File: config.mk
export PLATFORM = sky130hd
export DESIGN_NAME = video_pattern_gen_flat
export DESIGN_NICKNAME = d
export VERILOG_FILES = /design/src/rtl/video_pattern_gen_if.sv /design/src/rtl/video_pattern_gen.sv /design/src/flat_wrapper.sv
export SDC_FILE = /design/constraint.sdc
export NUM_CORES = 1
export LEC_CHECK = 0
export CAP_MARGIN = 15
export CELL_PAD_IN_SITES_DETAIL_PLACEMENT = 2
export CELL_PAD_IN_SITES_GLOBAL_PLACEMENT = 2
export CORE_MARGIN = 5
export CORE_UTILIZATION = 32
export DETAILED_ROUTE_END_ITERATION = 10
export GPL_TIMING_DRIVEN = 0
export MAX_ROUTING_LAYER = met4
export PLACE_DENSITY = 0.76
export SETUP_SLACK_MARGIN = 0.02
export SLEW_MARGIN = 20
export SYNTH_ARGS = -nofsm -noshare
export SYNTH_HDL_FRONTEND = slang
export SYNTH_SLANG_ARGS = --single-unit
export TNS_END_PERCENT = 5
File: constraint.sdc
create_clock -name iClk -period 4 [get_ports iClk]
set_clock_uncertainty 0.1 [all_clocks]
set_input_delay 1 -clock iClk [delete_from_list [all_inputs] [get_ports iClk]]
set_output_delay 1 -clock iClk [all_outputs]
set_load 0.01 [all_outputs]
File: src/rtl/video_pattern_gen_if.sv
// Camera-style pixel stream bundle between the pattern generator and the
// image pipeline: run/pattern controls in, RGB plus raster timing out.
interface video_pattern_gen_if;
    logic        iEnable;
    logic [2:0]  iPattern;
    logic [23:0] iColor;
    logic [7:0]  oR;
    logic [7:0]  oG;
    logic [7:0]  oB;
    logic        oHSync;
    logic        oVSync;
    logic        oLineValid;
    logic        oFrameValid;
    logic [15:0] oFrameCount;
    logic        oBusy;

    modport master (
        input  iEnable, iPattern, iColor,
        output oR, oG, oB, oHSync, oVSync, oLineValid, oFrameValid, oFrameCount, oBusy
    );

    modport slave (
        output iEnable, iPattern, iColor,
        input  oR, oG, oB, oHSync, oVSync, oLineValid, oFrameValid, oFrameCount, oBusy
    );
endinterface

File: src/rtl/video_pattern_gen.sv
// Programmable raster timing generator with selectable test patterns, used in
// place of the camera for bring-up and resolution/FPS measurement checks.
// Optional build macro PATTERN_GEN_BORDER_EN forces a one-pixel white frame
// around the active area on top of any pattern.
// H_ACTIVE must be at least 8 so every colour bar is at least one pixel wide.
module video_pattern_gen #(
    parameter int H_ACTIVE = 640,
    parameter int H_FP     = 16,
    parameter int H_SYNC   = 96,
    parameter int H_BP     = 48,
    parameter int V_ACTIVE = 480,
    parameter int V_FP     = 10,
    parameter int V_SYNC   = 2,
    parameter int V_BP     = 33,
    parameter bit SYNC_POL = 1'b0
) (
    input  logic               iClk,
    input  logic               iRst,
    video_pattern_gen_if.master vid
);

    localparam int H_TOTAL = H_ACTIVE + H_FP + H_SYNC + H_BP;
    localparam int V_TOTAL = V_ACTIVE + V_FP + V_SYNC + V_BP;
    localparam int HW      = $clog2(H_TOTAL);
    localparam int VW      = $clog2(V_TOTAL);
    localparam int HXW     = HW + 1;
    localparam int VXW     = VW + 1;
    localparam int BW      = H_ACTIVE / 8;

    // Window bounds are compared one bit wider so an end bound equal to the
    // total count still fits.
    localparam logic [HXW-1:0] H_ACT_X  = HXW'(H_ACTIVE);
    localparam logic [HXW-1:0] H_SYN_S  = HXW'(H_ACTIVE + H_FP);
    localparam logic [HXW-1:0] H_SYN_E  = HXW'(H_ACTIVE + H_FP + H_SYNC);
    localparam logic [VXW-1:0] V_ACT_X  = VXW'(V_ACTIVE);
    localparam logic [VXW-1:0] V_SYN_S  = VXW'(V_ACTIVE + V_FP);
    localparam logic [VXW-1:0] V_SYN_E  = VXW'(V_ACTIVE + V_FP + V_SYNC);
    localparam logic [HW-1:0]  H_LAST   = HW'(H_TOTAL - 1);
    localparam logic [VW-1:0]  V_LAST   = VW'(V_TOTAL - 1);
    localparam logic [HW-1:0]  BAR_LAST = HW'(BW - 1);
`ifdef PATTERN_GEN_BORDER_EN
    localparam logic [HW-1:0]  H_EDGE   = HW'(H_ACTIVE - 1);
    localparam logic [VW-1:0]  V_EDGE   = VW'(V_ACTIVE - 1);
`endif
    localparam logic [23:0]    WHITE    = 24'hFFFFFF;

    typedef enum logic [1:0] {IDLE, RUN, STOP} state_t;

    state_t          state;
    state_t          stateNext;
    logic            running;
    logic [HW-1:0]   hcnt;
    logic [VW-1:0]   vcnt;
    logic [HW-1:0]   barCnt;
    logic [2:0]      barIdx;
    logic [HXW-1:0]  hx;
    logic [VXW-1:0]  vx;
    logic            lineEnd;
    logic            frameEnd;
    logic            frameStart;
    logic            lineAct;
    logic            frameAct;
    logic            hsWin;
    logic            vsWin;
    logic [2:0]      patReg;
    logic [2:0]      patCur;
    logic [23:0]     colReg;
    logic [23:0]     colCur;
    logic [15:0]     xExt;
    logic [15:0]     yExt;
    logic [15:0]     barPos;
    logic            movHit;
    logic [23:0]     pixel;
    logic            lvNext;
    logic            fvNext;
    logic            hsNext;
    logic            vsNext;

    // Bar index advance that stops at the last bar, so the remainder of
    // H_ACTIVE/8 folds into the final (black) bar.
    function automatic logic [2:0] satInc3(input logic [2:0] v);
        return (v == 3'd7) ? v : v + 3'd1;
    endfunction

    assign hx         = {1'b0, hcnt};
    assign vx         = {1'b0, vcnt};
    assign lineEnd    = (hcnt == H_LAST);
    assign frameEnd   = lineEnd && (vcnt == V_LAST);
    assign frameStart = (hcnt == '0) && (vcnt == '0);
    assign lineAct    = (hx < H_ACT_X) && (vx < V_ACT_X);
    assign frameAct   = (vx < V_ACT_X);
    assign hsWin      = (hx >= H_SYN_S) && (hx < H_SYN_E);
    assign vsWin      = (vx >= V_SYN_S) && (vx < V_SYN_E);
    assign xExt       = 16'(hcnt);
    assign yExt       = 16'(vcnt);

    // Pattern and colour apply from the very first pixel of a frame, so the
    // live inputs are used at frame start and the latched copy afterwards.
    assign patCur = frameStart ? vid.iPattern : patReg;
    assign colCur = frameStart ? vid.iColor   : colReg;

    // Moving bar position follows the completed-frame count, 4 px per frame.
    assign barPos = 16'((32'(vid.oFrameCount[7:0]) * 32'd4) % 32'(H_ACTIVE));
    assign movHit = (xExt >= barPos) && (xExt < barPos + 16'd8);

    // State register.
    always_ff @(posedge iClk or posedge iRst) begin
        if (iRst) state <= IDLE;
        else      state <= stateNext;
    end

    // Next-state: stopping always finishes the current frame before idling.
    always_comb begin
        stateNext = state;
        case (state)
            IDLE:    if (vid.iEnable) stateNext = RUN;
            RUN:     if (!vid.iEnable) stateNext = STOP;
            STOP: begin
                if (vid.iEnable)   stateNext = RUN;
                else if (frameEnd) stateNext = IDLE;
            end
            default: stateNext = IDLE;
        endcase
    end

    // FSM outputs: counting and the busy flag both follow "not idle".
    always_comb begin
        running  = (state != IDLE);
        vid.oBusy = running;
    end

    // Raster counters, held at zero while idle.
    always_ff @(posedge iClk or posedge iRst) begin
        if (iRst) begin
            hcnt <= '0;
            vcnt <= '0;
        end else if (!running) begin
            hcnt <= '0;
            vcnt <= '0;
        end else if (lineEnd) begin
            hcnt <= '0;
            vcnt <= (vcnt == V_LAST) ? '0 : vcnt + 1'b1;
        end else begin
            hcnt <= hcnt + 1'b1;
        end
    end

    // Latch pattern select and solid colour at every frame start.
    always_ff @(posedge iClk or posedge iRst) begin
        if (iRst) begin
            patReg <= '0;
            colReg <= '0;
        end else if (frameStart) begin
            patReg <= vid.iPattern;
            colReg <= vid.iColor;
        end
    end

    // Colour-bar tracker: a run counter of BW pixels per bar instead of a divide.
    always_ff @(posedge iClk or posedge iRst) begin
        if (iRst) begin
            barCnt <= '0;
            barIdx <= '0;
        end else if (!running || lineEnd) begin
            barCnt <= '0;
            barIdx <= '0;
        end else if (barCnt == BAR_LAST) begin
            barCnt <= '0;
            barIdx <= satInc3(barIdx);
        end else begin
            barCnt <= barCnt + 1'b1;
        end
    end

    // Pixel and timing decode for the current counter position.
    always_comb begin
        pixel  = '0;
        lvNext = running && lineAct;
        fvNext = running && frameAct;
        hsNext = running && hsWin;
        vsNext = running && vsWin;
        if (lvNext) begin
            case (patCur)
                3'd0:    pixel = colCur;
                3'd1:    pixel = {{8{~barIdx[1]}}, {8{~barIdx[2]}}, {8{~barIdx[0]}}};
                3'd2:    pixel = {3{xExt[7:0]}};
                3'd3:    pixel = (((xExt ^ yExt) & 16'h0010) != 16'h0) ? WHITE : 24'h0;
                3'd4:    pixel = movHit ? WHITE : 24'h0;
                default: pixel = '0;
            endcase
`ifdef PATTERN_GEN_BORDER_EN
            if ((hcnt == '0) || (hcnt == H_EDGE) || (vcnt == '0) || (vcnt == V_EDGE))
                pixel = WHITE;
`endif
        end
    end

    // Output registers; the frame counter steps as FrameValid falls.
    always_ff @(posedge iClk or posedge iRst) begin
        if (iRst) begin
            vid.oR          <= '0;
            vid.oG          <= '0;
            vid.oB          <= '0;
            vid.oHSync      <= ~SYNC_POL;
            vid.oVSync      <= ~SYNC_POL;
            vid.oLineValid  <= 1'b0;
            vid.oFrameValid <= 1'b0;
            vid.oFrameCount <= '0;
        end else begin
            vid.oR          <= pixel[23:16];
            vid.oG          <= pixel[15:8];
            vid.oB          <= pixel[7:0];
            vid.oHSync      <= hsNext ? SYNC_POL : ~SYNC_POL;
            vid.oVSync      <= vsNext ? SYNC_POL : ~SYNC_POL;
            vid.oLineValid  <= lvNext;
            vid.oFrameValid <= fvNext;
            if (vid.oFrameValid && !fvNext)
                vid.oFrameCount <= vid.oFrameCount + 16'd1;
        end
    end

endmodule

File: src/flat_wrapper.sv
// flat-port wrapper written by rule: the top's interface ports become plain ports
module video_pattern_gen_flat 
#(
    parameter int H_ACTIVE = 640,
    parameter int H_FP     = 16,
    parameter int H_SYNC   = 96,
    parameter int H_BP     = 48,
    parameter int V_ACTIVE = 480,
    parameter int V_FP     = 10,
    parameter int V_SYNC   = 2,
    parameter int V_BP     = 33,
    parameter bit SYNC_POL = 1'b0
)
  (iClk, iRst, vid_iEnable, vid_iPattern, vid_iColor, vid_oR, vid_oG, vid_oB, vid_oHSync, vid_oVSync, vid_oLineValid, vid_oFrameValid, vid_oFrameCount, vid_oBusy);
  video_pattern_gen_if vid_i ();
  input  logic iClk;
  input  logic iRst;
  input wire logic [$bits(vid_i.iEnable)-1:0] vid_iEnable;
  input wire logic [$bits(vid_i.iPattern)-1:0] vid_iPattern;
  input wire logic [$bits(vid_i.iColor)-1:0] vid_iColor;
  output wire logic [$bits(vid_i.oR)-1:0] vid_oR;
  output wire logic [$bits(vid_i.oG)-1:0] vid_oG;
  output wire logic [$bits(vid_i.oB)-1:0] vid_oB;
  output wire logic [$bits(vid_i.oHSync)-1:0] vid_oHSync;
  output wire logic [$bits(vid_i.oVSync)-1:0] vid_oVSync;
  output wire logic [$bits(vid_i.oLineValid)-1:0] vid_oLineValid;
  output wire logic [$bits(vid_i.oFrameValid)-1:0] vid_oFrameValid;
  output wire logic [$bits(vid_i.oFrameCount)-1:0] vid_oFrameCount;
  output wire logic [$bits(vid_i.oBusy)-1:0] vid_oBusy;
  assign vid_i.iEnable = vid_iEnable;
  assign vid_i.iPattern = vid_iPattern;
  assign vid_i.iColor = vid_iColor;
  assign vid_oR = vid_i.oR;
  assign vid_oG = vid_i.oG;
  assign vid_oB = vid_i.oB;
  assign vid_oHSync = vid_i.oHSync;
  assign vid_oVSync = vid_i.oVSync;
  assign vid_oLineValid = vid_i.oLineValid;
  assign vid_oFrameValid = vid_i.oFrameValid;
  assign vid_oFrameCount = vid_i.oFrameCount;
  assign vid_oBusy = vid_i.oBusy;
  video_pattern_gen #(.H_ACTIVE(H_ACTIVE), .H_FP(H_FP), .H_SYNC(H_SYNC), .H_BP(H_BP), .V_ACTIVE(V_ACTIVE), .V_FP(V_FP), .V_SYNC(V_SYNC), .V_BP(V_BP), .SYNC_POL(SYNC_POL)) u_core (.iClk(iClk), .iRst(iRst), .vid(vid_i));
endmodule
==> results of run 1 <==
==> routing by layer <==
layer / GRT usage, % / vias up / part of all wire (%)
li1: - / 2139 / -
met1: 21.2 / 2282 / 44
met2: 29.8 / 89 / 50
met3: 3.63 / 23 / 3.9
met4: 4.06 / 0 / 1.9
met5: - / - / 0
==> final cells by class <==
type	count	area [um2]	area share [%]
sequential	106	2660	37.6
timing repair buffer	74	758	10.7
clock inverter	3	25.0	0.354
buffer	30	179	2.53
tap	229	287	4.06
clock buffer	13	250	3.54
inverter	20	80.1	1.13
multi-input combinational	409	2830	40.0
==> logic make-up (layout without fill, tap and decap cells) <==
family | after synthesis | count (layout) | synth area share [%]
adders and majority gates | 25 | 25 | 5.45
xor gates and xnor gates | 39 | 39 | 5.95
buffers and inverters | 50 | 140 | 4.43
muxes | 55 | 55 | 10.2
DFF | 106 | 106 | 46.3
and+or+nand+nor | 196 | 196 | 16.6
AOI/OAI and AO/OA | 94 | 94 | 11.1
==> synthesized netlist by cell type (5+ instances only) <==
cell | n | area, um2
dfrtp_1 | 104 | 2600
and3_1 | 10 | 62.6
ha_1 | 25 | 313
xnor2_1 | 27 | 236
o211ai_1 | 27 | 203
nor3_1 | 6 | 30.0
nand3_1 | 19 | 95.1
nor2_1 | 98 | 368
o21ai_0 | 18 | 90.1
buf_2 | 7 | 35.0
buf_6 | 5 | 56.3
or3_1 | 5 | 31.3
nand4_1 | 10 | 62.6
inv_1 | 20 | 75.1
a21oi_1 | 31 | 155
nand2_1 | 22 | 82.6
xor2_1 | 12 | 105
mux2_2 | 27 | 304
clkbuf_1 | 14 | 52.6
mux2i_1 | 28 | 280
==> worst max-delay path: cells and delay by family (launching register included) <==
kind | cells | cell delay, ns
AOI/OAI and AO/OA | 6 | 1.25
xor gates and xnor gates | 1 | 0.16
adders and majority gates | 1 | 0.32
buffers and inverters | 1 | 0.20
DFF | 1 | 0.38
and+or+nand+nor | 4 | 0.88
==> flip-flops by register name, indices dropped and copies added, names as in the netlist <==
signal                  flops
u_core.barCnt              10
u_core.barIdx               3
u_core.colReg              24
u_core.hcnt                10
u_core.patReg               3
u_core.state                2
u_core.vcnt                10
u_core.vid.oB               8
u_core.vid.oFrameCount     16
u_core.vid.oFrameValid      1
u_core.vid.oG               8
u_core.vid.oHSync           1
u_core.vid.oLineValid       1
u_core.vid.oR               8
u_core.vid.oVSync           1
==> report_power, final <==
group / internal [uW] / leakage, uW / switching [uW]
Clock: 446 / 0.000131 / 412
Sequential: 1370 / 0.00138 / 204
Combinational: 877 / 0.00147 / 1020
Total: 2700 / 0.00298 / 1640
==> final timing paths <==
kind / startpoint / to / slack (ns) / cells past startpoint
max: u_core.vid.oFrameCount[6]$_DFFE_PP0P_ / u_core.vid.oR[6]$_DFF_PP0_ / 0.63 / 13
min: u_core.vid.oFrameCount[15]$_DFFE_PP0P_ / u_core.vid.oFrameCount[15]$_DFFE_PP0P_ / 0.38 / 1
max reg2reg: u_core.vid.oFrameCount[6]$_DFFE_PP0P_ / u_core.vid.oR[6]$_DFF_PP0_ / 0.63 / 13
min reg2reg: u_core.vid.oFrameCount[15]$_DFFE_PP0P_ / u_core.vid.oFrameCount[15]$_DFFE_PP0P_ / 0.38 / 1
max in group asynchronous: iRst / u_core.vid.oVSync$_DFF_PP1_ / 2.15 / 3
min in group asynchronous: iRst / u_core.colReg[23]$_DFF_PP0_ / 0.94 / 2
==> through the flow <==
step	instances	hold WS, ns	total power (uW)	TNS [ns]
final	884	0.382	4330	0
after global routing	884	0.412	4620	0
after CTS	884	0.390	4400	0
after detailed placement	868	0.370	3510	0
after global placement	867	0.368	3400	-168.23
after floorplan	565	0.348	2750	0
==> flow_summary.html, run 1 <==
<table>
<tr><th>Metric</th><th>Value</th></tr>
<tr><th colspan="2">Run status</th></tr>
<tr><td>Outcome</td><td>finished clean</td></tr>
<tr><th colspan="2">Drt</th></tr>
<tr><td>Wire length reported by the detailed router</td><td>17000 um</td></tr>
<tr><td>First-pass DRT Iterations</td><td>4</td></tr>
<tr><td>Average wire per cell in the routed design</td><td>~19 um</td></tr>
<tr><td>DRC Markers</td><td>0</td></tr>
<tr><td>Antenna-violating nets left</td><td>0</td></tr>
<tr><td>First DRT Iteration DRCs</td><td>107</td></tr>
<tr><td>Per-cell via count in the routed design</td><td>5.13</td></tr>
<tr><td>Vias after detailed routing</td><td>roughly 4.5k</td></tr>
<tr><th colspan="2">Floorplanning</th></tr>
<tr><td>Initial cell density of the core</td><td>32.3%</td></tr>
<tr><td>Number of top-level design ports</td><td>75</td></tr>
<tr><td>Die width</td><td>144 um</td></tr>
<tr><td>Vertical die dimension</td><td>~140 um</td></tr>
<tr><td>Core Rows</td><td>slightly below 50</td></tr>
<tr><td>Core region area</td><td>0.0178 mm2</td></tr>
<tr><td>Die area</td><td>approximately 0.021 mm2</td></tr>
<tr><th colspan="2">Critical path</th></tr>
<tr><td>Required arrival time at the worst endpoint</td><td>4.17 ns</td></tr>
<tr><td>Data arrival time of the worst path</td><td>3.54 ns</td></tr>
<tr><td>Cell repeated most along the worst path</td><td>a21oi_1</td></tr>
<tr><td>Critical path startpoint category</td><td>register</td></tr>
<tr><td>Startpoint-to-endpoint class of the critical path</td><td>register to register</td></tr>
<tr><td>Delay contributed by the slowest stage of the critical path</td><td>0.58 ns</td></tr>
<tr><td>Endpoint type of the worst setup path</td><td>register</td></tr>
<tr><td>Slowest cell on crit path</td><td>or4_1</td></tr>
<tr><td>Critical path fanouts, max</td><td>8</td></tr>
<tr><td>CP cell instances</td><td>clkbuf_1 -&gt; nand2_1 -&gt; nor2_1 -&gt; a21oi_1 -&gt; nor2_1 -&gt; xor2_1 -&gt; ha_1 -&gt; a21oi_1 -&gt; a21boi_0 -&gt; or4_1 -&gt; a211oi_4 -&gt; a211oi_2 -&gt; a21oi_1</td></tr>
<tr><th colspan="2">Clock network</th></tr>
<tr><td>Number of buffers inserted to repair setup after CTS</td><td>0</td></tr>
<tr><td>Clock insertion delay at the later pin of the skew report</td><td>around 0.36 ns</td></tr>
<tr><td>Post-CTS Hold Buffers</td><td>0</td></tr>
<tr><td>Total clock buffers created by CTS</td><td>9</td></tr>
<tr><td>CTS-repair resized insts</td><td>0</td></tr>
<tr><td>TritonCTS sink count</td><td>106</td></tr>
<tr><td>Clock transition time at the flip-flop clock pins of the worst setup and hold paths</td><td>0.07 ns</td></tr>
<tr><td>CTS tree</td><td>built</td></tr>
<tr><td>Clock root buffer master</td><td>clkbuf_16</td></tr>
<tr><td>Deepest level of the CTS H-tree</td><td>3</td></tr>
<tr><td>CTS Buffer Depth</td><td>2</td></tr>
<tr><th colspan="2">Timing</th></tr>
<tr><td>Final hold violation count</td><td>0</td></tr>
<tr><td>Worst-Margin Slew</td><td>0.797 ns</td></tr>
<tr><td>Highest achievable clock rate</td><td>297 MHz</td></tr>
<tr><td>Slew Limit Headroom</td><td>46.3%</td></tr>
<tr><td>Setup ws final</td><td>0.630 ns</td></tr>
<tr><td>Number of endpoints failing setup at the final stage</td><td>0</td></tr>
<tr><td>Clock period minus worst slack</td><td>~3.4 ns</td></tr>
<tr><td>Final period util</td><td>between 80 and 90%</td></tr>
<tr><td>Setup repair after global routing missed its margin</td><td>false</td></tr>
<tr><td>Slew Viols, Final</td><td>0</td></tr>
<tr><th colspan="2">Global route</th></tr>
<tr><td>Maximum number of pins on one net before global-route repair</td><td>63</td></tr>
<tr><td>Initial antenna violation count</td><td>0</td></tr>
<tr><td>Sum of overflow across all layers after global routing</td><td>0</td></tr>
<tr><td>Total routing usage reported by global routing</td><td>17.4%</td></tr>
<tr><td>Global-route wire length before repair</td><td>27600 um</td></tr>
<tr><td>Number of global-route vias before repair</td><td>5197</td></tr>
<tr><th colspan="2">Logic synthesis</th></tr>
<tr><td>Post-synth EDFFs</td><td>0</td></tr>
<tr><td>Predominant post-synthesis flop cell</td><td>dfrtp_1</td></tr>
<tr><td>Seq/Total Area, Yosys</td><td>46.3%</td></tr>
<tr><td>Post-synthesis net count</td><td>620</td></tr>
<tr><td>Synthesized flop and latch total</td><td>106</td></tr>
<tr><td>Count of cell types in the netlist</td><td>51</td></tr>
<tr><td>Syn. warnings</td><td>0</td></tr>
<tr><td>Share of async-settable or async-resettable flops after synthesis</td><td>100%</td></tr>
<tr><td>Average footprint of a synthesized cell</td><td>10.2 um2</td></tr>
<tr><td>Gate count after technology mapping</td><td>between 500 and 600</td></tr>
<tr><td>Post-synthesis instance area</td><td>0.00574 mm2</td></tr>
<tr><th colspan="2">Cells and area</th></tr>
<tr><td>Proportion of layout cells with a drive suffix above 1</td><td>11.0%</td></tr>
<tr><td>Final instance area</td><td>0.00706 mm2</td></tr>
<tr><td>Most frequent cells in the layout</td><td>dfrtp_1 (104), nor2_1 (98), clkdlybuf4s50_1 (73)</td></tr>
<tr><td>Final Util</td><td>between 30 and 40%</td></tr>
<tr><td>Most frequent standard cell in the layout excluding fill and tap cells</td><td>dfrtp_1</td></tr>
<tr><td>Area Growth Syn to Fin</td><td>23.1%</td></tr>
<tr><td>Diodes inserted</td><td>0</td></tr>
<tr><td>Net total in the final layout</td><td>705</td></tr>
<tr><td>Filler cells</td><td>1906</td></tr>
<tr><th colspan="2">Place</th></tr>
<tr><td>Place WS</td><td>between 0.5 and 0.6 ns</td></tr>
<tr><td>Final HPWL DP</td><td>12600 um</td></tr>
<tr><td>Placed Instance Area</td><td>0.00679 mm2</td></tr>
<tr><td>Weighted congestion reported at the end of routability-driven placement</td><td>0.817</td></tr>
<tr><td>IO Port Bufs</td><td>73</td></tr>
<tr><th colspan="2">Power</th></tr>
<tr><td>Pwr/cell area</td><td>614 mW/mm2</td></tr>
<tr><td>Leakage power total</td><td>0.00298 uW</td></tr>
<tr><td>VDD IR max</td><td>303 uV</td></tr>
<tr><th colspan="2">Flow run</th></tr>
<tr><td>Total of max-cap violations</td><td>0</td></tr>
<tr><th colspan="2">Hold path</th></tr>
<tr><td>Worst hold path type</td><td>register to register</td></tr>
</table>
(Power assumes the default switching activity.)
==> run 2, diff against run 1 <==
==> constraint.sdc (replaced) <==
create_clock -name iClk -period 3.1 [get_ports iClk]
set_clock_uncertainty 0.1 [all_clocks]
set_input_delay 0.775 -clock iClk [delete_from_list [all_inputs] [get_ports iClk]]
set_output_delay 0.775 -clock iClk [all_outputs]
set_load 0.01 [all_outputs]
==> run 2 against run 1 <==
Count of clock-buffer cells in the layout is 3 lower. Sequential power is 30% higher. Final cell count is 1.4% higher. Maximum frequency is 13% higher. Register-to-register slack worse by 0.52 ns. Clock power is 28% higher. Worst hold slack worse by 0.0026 ns. Via count is 0.60% higher. Cell area is 3.9% higher. Die area stayed put. Wire length is 0.94% higher. Non-clock buffer count is 12 higher. Critical endpoint unchanged. Highest routed layer unchanged.
==> flow_summary.html, run 2 (synthesized netlist as in run 1, its figures left out) <==
<table>
<tr><th>Metric</th><th>Value</th></tr>
<tr><th colspan="2">Place</th></tr>
<tr><td>Weighted congestion reported at the end of routability-driven placement</td><td>0.852 (was 0.817)</td></tr>
<tr><td>Final HPWL DP</td><td>12800 um (was 12600 um)</td></tr>
<tr><td>Placed Cells</td><td>870 (was 868)</td></tr>
<tr><td>IO Port Bufs</td><td>73 (unchanged)</td></tr>
<tr><th colspan="2">Power</th></tr>
<tr><td>Leakage power total</td><td>0.00310 uW (was 0.00298 uW)</td></tr>
<tr><td>VDD IR max</td><td>405 uV (was 303 uV)</td></tr>
<tr><td>Pwr/cell area</td><td>788 mW/mm2 (was 614 mW/mm2)</td></tr>
<tr><th colspan="2">Drt</th></tr>
<tr><td>Wire length reported by the detailed router</td><td>17200 um (was 17000 um)</td></tr>
<tr><td>First DRT Iteration DRCs</td><td>205 (was 107)</td></tr>
<tr><td>Vias after detailed routing</td><td>4560 (was 4533)</td></tr>
<tr><td>Average wire per cell in the routed design</td><td>19.1 um (was 19.2 um)</td></tr>
<tr><td>Antenna-violating nets left</td><td>0 (unchanged)</td></tr>
<tr><td>First-pass DRT Iterations</td><td>4 (unchanged)</td></tr>
<tr><td>Per-cell via count in the routed design</td><td>5.09 (was 5.13)</td></tr>
<tr><td>DRC Markers</td><td>0 (unchanged)</td></tr>
<tr><th colspan="2">Clock network</th></tr>
<tr><td>TritonCTS sink count</td><td>106 (unchanged)</td></tr>
<tr><td>CTS tree</td><td>built (unchanged)</td></tr>
<tr><td>Deepest level of the CTS H-tree</td><td>3 (unchanged)</td></tr>
<tr><td>Clock transition time at the flip-flop clock pins of the worst setup and hold paths</td><td>0.07 ns (about the same)</td></tr>
<tr><td>Clock root buffer master</td><td>clkbuf_16 (unchanged)</td></tr>
<tr><td>Clock insertion delay at the later pin of the skew report</td><td>0.36 ns (about the same)</td></tr>
<tr><td>CTS Buffer Depth</td><td>2 (unchanged)</td></tr>
<tr><td>Total clock buffers created by CTS</td><td>9 (unchanged)</td></tr>
<tr><th colspan="2">Cells and area</th></tr>
<tr><td>Net total in the final layout</td><td>717 (was 705)</td></tr>
<tr><td>Biggest register</td><td>u_core.colReg (unchanged)</td></tr>
<tr><td>Most frequent standard cell in the layout excluding fill and tap cells</td><td>dfrtp_1 (unchanged)</td></tr>
<tr><td>Area taken by multi-input logic gates</td><td>0.00293 mm2 (was 0.00283 mm2)</td></tr>
<tr><td>Leading registers by flop count</td><td>u_core.colReg x24, u_core.vid.oFrameCount x16 (unchanged)</td></tr>
<tr><td>Finished Layout Cells</td><td>896 (was 884)</td></tr>
<tr><td>Flip-flop count of the largest register, all copies and words added</td><td>24 (unchanged)</td></tr>
<tr><td>Area Growth Syn to Fin</td><td>27.9% (was 23.1%)</td></tr>
<tr><td>Most frequent cells in the layout</td><td>dfrtp_1 (98), nor2_1 (96), clkdlybuf4s50_1 (73) (was dfrtp_1 (104), nor2_1 (98), clkdlybuf4s50_1 (73))</td></tr>
<tr><td>Filler cells</td><td>1882 (was 1906)</td></tr>
<tr><td>Proportion of layout cells with a drive suffix above 1</td><td>17.1% (was 11.0%)</td></tr>
<tr><td>Register area</td><td>0.00266 mm2 (about the same)</td></tr>
<tr><td>Diodes inserted</td><td>0 (unchanged)</td></tr>
<tr><th colspan="2">Hold path</th></tr>
<tr><td>Worst hold path type</td><td>register to register (unchanged)</td></tr>
<tr><td>Worst hold stages</td><td>1 (unchanged)</td></tr>
<tr><td>Hold Path Origin</td><td>u_core.vid.oFrameCount[15]$_DFFE_PP0P_ (unchanged)</td></tr>
<tr><td>Hold worst-path end</td><td>u_core.vid.oFrameCount[15]$_DFFE_PP0P_ (unchanged)</td></tr>
<tr><th colspan="2">Critical path</th></tr>
<tr><td>Delay contributed by the slowest stage of the critical path</td><td>0.52 ns (was 0.58 ns)</td></tr>
<tr><td>R2R Path Start</td><td>u_core.vid.oFrameCount[6]$_DFFE_PP0P_ (unchanged)</td></tr>
<tr><td>WP buf/inv</td><td>3 (was 1)</td></tr>
<tr><td>Required arrival time at the worst endpoint</td><td>3.28 ns (was 4.17 ns)</td></tr>
<tr><td>Worst setup slack for register-to-register paths</td><td>0.11 ns (was 0.63 ns)</td></tr>
<tr><td>Slowest cell on crit path</td><td>or4_4 (was or4_1)</td></tr>
<tr><td>Depth of the most critical reg-to-reg path</td><td>12 (was 13)</td></tr>
<tr><td>Endpoint type of the worst setup path</td><td>register (unchanged)</td></tr>
<tr><td>Data arrival time of the worst path</td><td>3.16 ns (was 3.54 ns)</td></tr>
<tr><td>CP cell instances</td><td>buf_4 -&gt; or3_1 -&gt; o31a_1 -&gt; ha_1 -&gt; nand4_1 -&gt; a211oi_2 -&gt; or4_4 -&gt; a211oi_4 -&gt; buf_6 -&gt; a211oi_4 -&gt; buf_12 -&gt; a21oi_2 (was clkbuf_1 -&gt; nand2_1 -&gt; nor2_1 -&gt; a21oi_1 -&gt; nor2_1 -&gt; xor2_1 -&gt; ha_1 -&gt; a21oi_1 -&gt; a21boi_0 -&gt; or4_1 -&gt; a211oi_4 -&gt; a211oi_2 -&gt; a21oi_1)</td></tr>
<tr><td>Critical path fanouts, max</td><td>8 (unchanged)</td></tr>
<tr><td>CP top delay family</td><td>simple AND/OR/NAND/NOR gates (was compound AO/OA/AOI/OAI gates)</td></tr>
<tr><td>Critical path startpoint category</td><td>register (unchanged)</td></tr>
<tr><td>Startpoint-to-endpoint class of the critical path</td><td>register to register (unchanged)</td></tr>
<tr><td>Endpoint of the lowest-slack register-to-register path</td><td>u_core.vid.oR[6]$_DFF_PP0_ (unchanged)</td></tr>
<tr><td>Cell repeated most along the worst path</td><td>a211oi_4 (was a21oi_1)</td></tr>
<tr><th colspan="2">Timing</th></tr>
<tr><td>Slew Viols, Final</td><td>0 (unchanged)</td></tr>
<tr><td>Hold slack</td><td>0.379 ns (was 0.382 ns)</td></tr>
<tr><td>Setup repair after global routing missed its margin</td><td>true (was false)</td></tr>
<tr><td>Worst-Margin Slew</td><td>0.821 ns (was 0.797 ns)</td></tr>
<tr><td>Number of endpoints failing setup at the final stage</td><td>0 (unchanged)</td></tr>
<tr><td>Final hold violation count</td><td>0 (unchanged)</td></tr>
<tr><td>Clock period minus worst slack</td><td>2.99 ns (was 3.37 ns)</td></tr>
<tr><td>Slew Limit Headroom</td><td>44.6% (was 46.3%)</td></tr>
<tr><td>Final period util</td><td>96.4% (was 84.2%)</td></tr>
<tr><td>Setup Total Neg Slack</td><td>0 ns (unchanged)</td></tr>
<tr><td>Highest achievable clock rate</td><td>335 MHz (was 297 MHz)</td></tr>
<tr><th colspan="2">Global route</th></tr>
<tr><td>Maximum number of pins on one net before global-route repair</td><td>32 (was 63)</td></tr>
<tr><td>Sum of overflow across all layers after global routing</td><td>0 (unchanged)</td></tr>
<tr><td>Total routing usage reported by global routing</td><td>17.7% (was 17.4%)</td></tr>
<tr><td>Global-route wire length before repair</td><td>27900 um (was 27600 um)</td></tr>
<tr><td>Number of global-route vias before repair</td><td>5152 (was 5197)</td></tr>
<tr><td>Initial antenna violation count</td><td>0 (unchanged)</td></tr>
<tr><th colspan="2">Run status</th></tr>
<tr><td>Outcome</td><td>finished clean (unchanged)</td></tr>
<tr><th colspan="2">Floorplanning</th></tr>
<tr><td>Die area</td><td>0.0207 mm2 (unchanged)</td></tr>
<tr><td>Initial cell density of the core</td><td>32.3% (unchanged)</td></tr>
<tr><td>Number of top-level design ports</td><td>75 (unchanged)</td></tr>
<tr><td>Die width</td><td>144 um (unchanged)</td></tr>
<tr><td>Vertical die dimension</td><td>144 um (unchanged)</td></tr>
<tr><td>Core region area</td><td>0.0178 mm2 (unchanged)</td></tr>
<tr><td>Core Rows</td><td>49 (unchanged)</td></tr>
<tr><th colspan="2">Flow run</th></tr>
<tr><td>Total of max-cap violations</td><td>0 (unchanged)</td></tr>
</table>
==> run 2: per-stage QoR <==
step           setup slack [ns]  total power (uW)  utilization, %  area, um2
2_1_floorplan             0.155              3550               -       5740
3_3_place_gp             -0.220              4380            38.0       6760
3_5_place_dp             -0.352              4520            38.4       6830
4_1_cts                  0.0304              5740            40.6       7210
5_1_grt                 -0.0181              6150            41.3       7340
6_report                  0.112              5780            41.3       7340
==> run 2: worst max path at each step <==
stage,start,cells after the start,end
after floorplan,u_core.vid.oFrameCount[6]$_DFFE_PP0P_,13,u_core.vid.oB[7]$_DFF_PP0_
after global placement,u_core.vid.oFrameCount[6]$_DFFE_PP0P_,13,u_core.vid.oR[6]$_DFF_PP0_
after detailed placement,u_core.vid.oFrameCount[6]$_DFFE_PP0P_,13,u_core.vid.oR[6]$_DFF_PP0_
after CTS,u_core.vid.oFrameCount[2]$_DFFE_PP0P_,13,u_core.vid.oR[5]$_DFF_PP0_
after global routing,u_core.hcnt[0]$_DFF_PP0_,10,u_core.vid.oG[2]$_DFF_PP0_
final,u_core.vid.oFrameCount[6]$_DFFE_PP0P_,12,u_core.vid.oR[6]$_DFF_PP0_
==> run 2: layout make-up <==
class	count	area share, %
Tap cell	229	3.90
Timing Repair Buffer	89	12.7
Clock buffer	10	3.26
Inverter	20	1.07
Clock inverter	6	0.580
Buffer	27	2.28
Multi-Input combinational cell	409	40.0
Sequential cell	106	36.3
==> run 2: per-layer routing <==
layer | vias up | global-route usage [%] | wire [um] | part of all wire, %
li1 | 2174 | - | - | -
met1 | 2296 | 21.7 | 7670 | 45
met2 | 71 | 30.3 | 8670 | 51
met3 | 19 | 2.30 | 534 | 3.1
met5 | - | - | 0 | 0
met4 | 0 | 5.60 | 277 | 1.6
==> run 2: power by group <==
part | switching [uW] | internal (uW) | total [uW]
sequential | 284 | 1780 | 2060
combinational | 1370 | 1250 | 2620
clock | 535 | 567 | 1100
total | 2190 | 3590 | 5780
==> run 2: repair_timing <==
| action | CTS | global route |
|---|---|---|
| setup buffers | 6 | 7 |
| hold buffers | 0 | 0 |
| setup endpoints to repair | 24 | 24 |
| gates resized for setup | 15 | 18 |
| pin swaps | 3 | 5 |
==> run 3, diff against run 2 <==
--- a/config.mk
+++ b/config.mk
@@ -12,6 +12,7 @@
 export CORE_UTILIZATION = 32
 export DETAILED_ROUTE_END_ITERATION = 10
 export GPL_TIMING_DRIVEN = 0
+export HOLD_SLACK_MARGIN = 0.08
 export MAX_ROUTING_LAYER = met4
 export PLACE_DENSITY = 0.76
 export SETUP_SLACK_MARGIN = 0.02
==> results of run 3 <==
Final layout, timing and power as in run 2 (identical DEF).
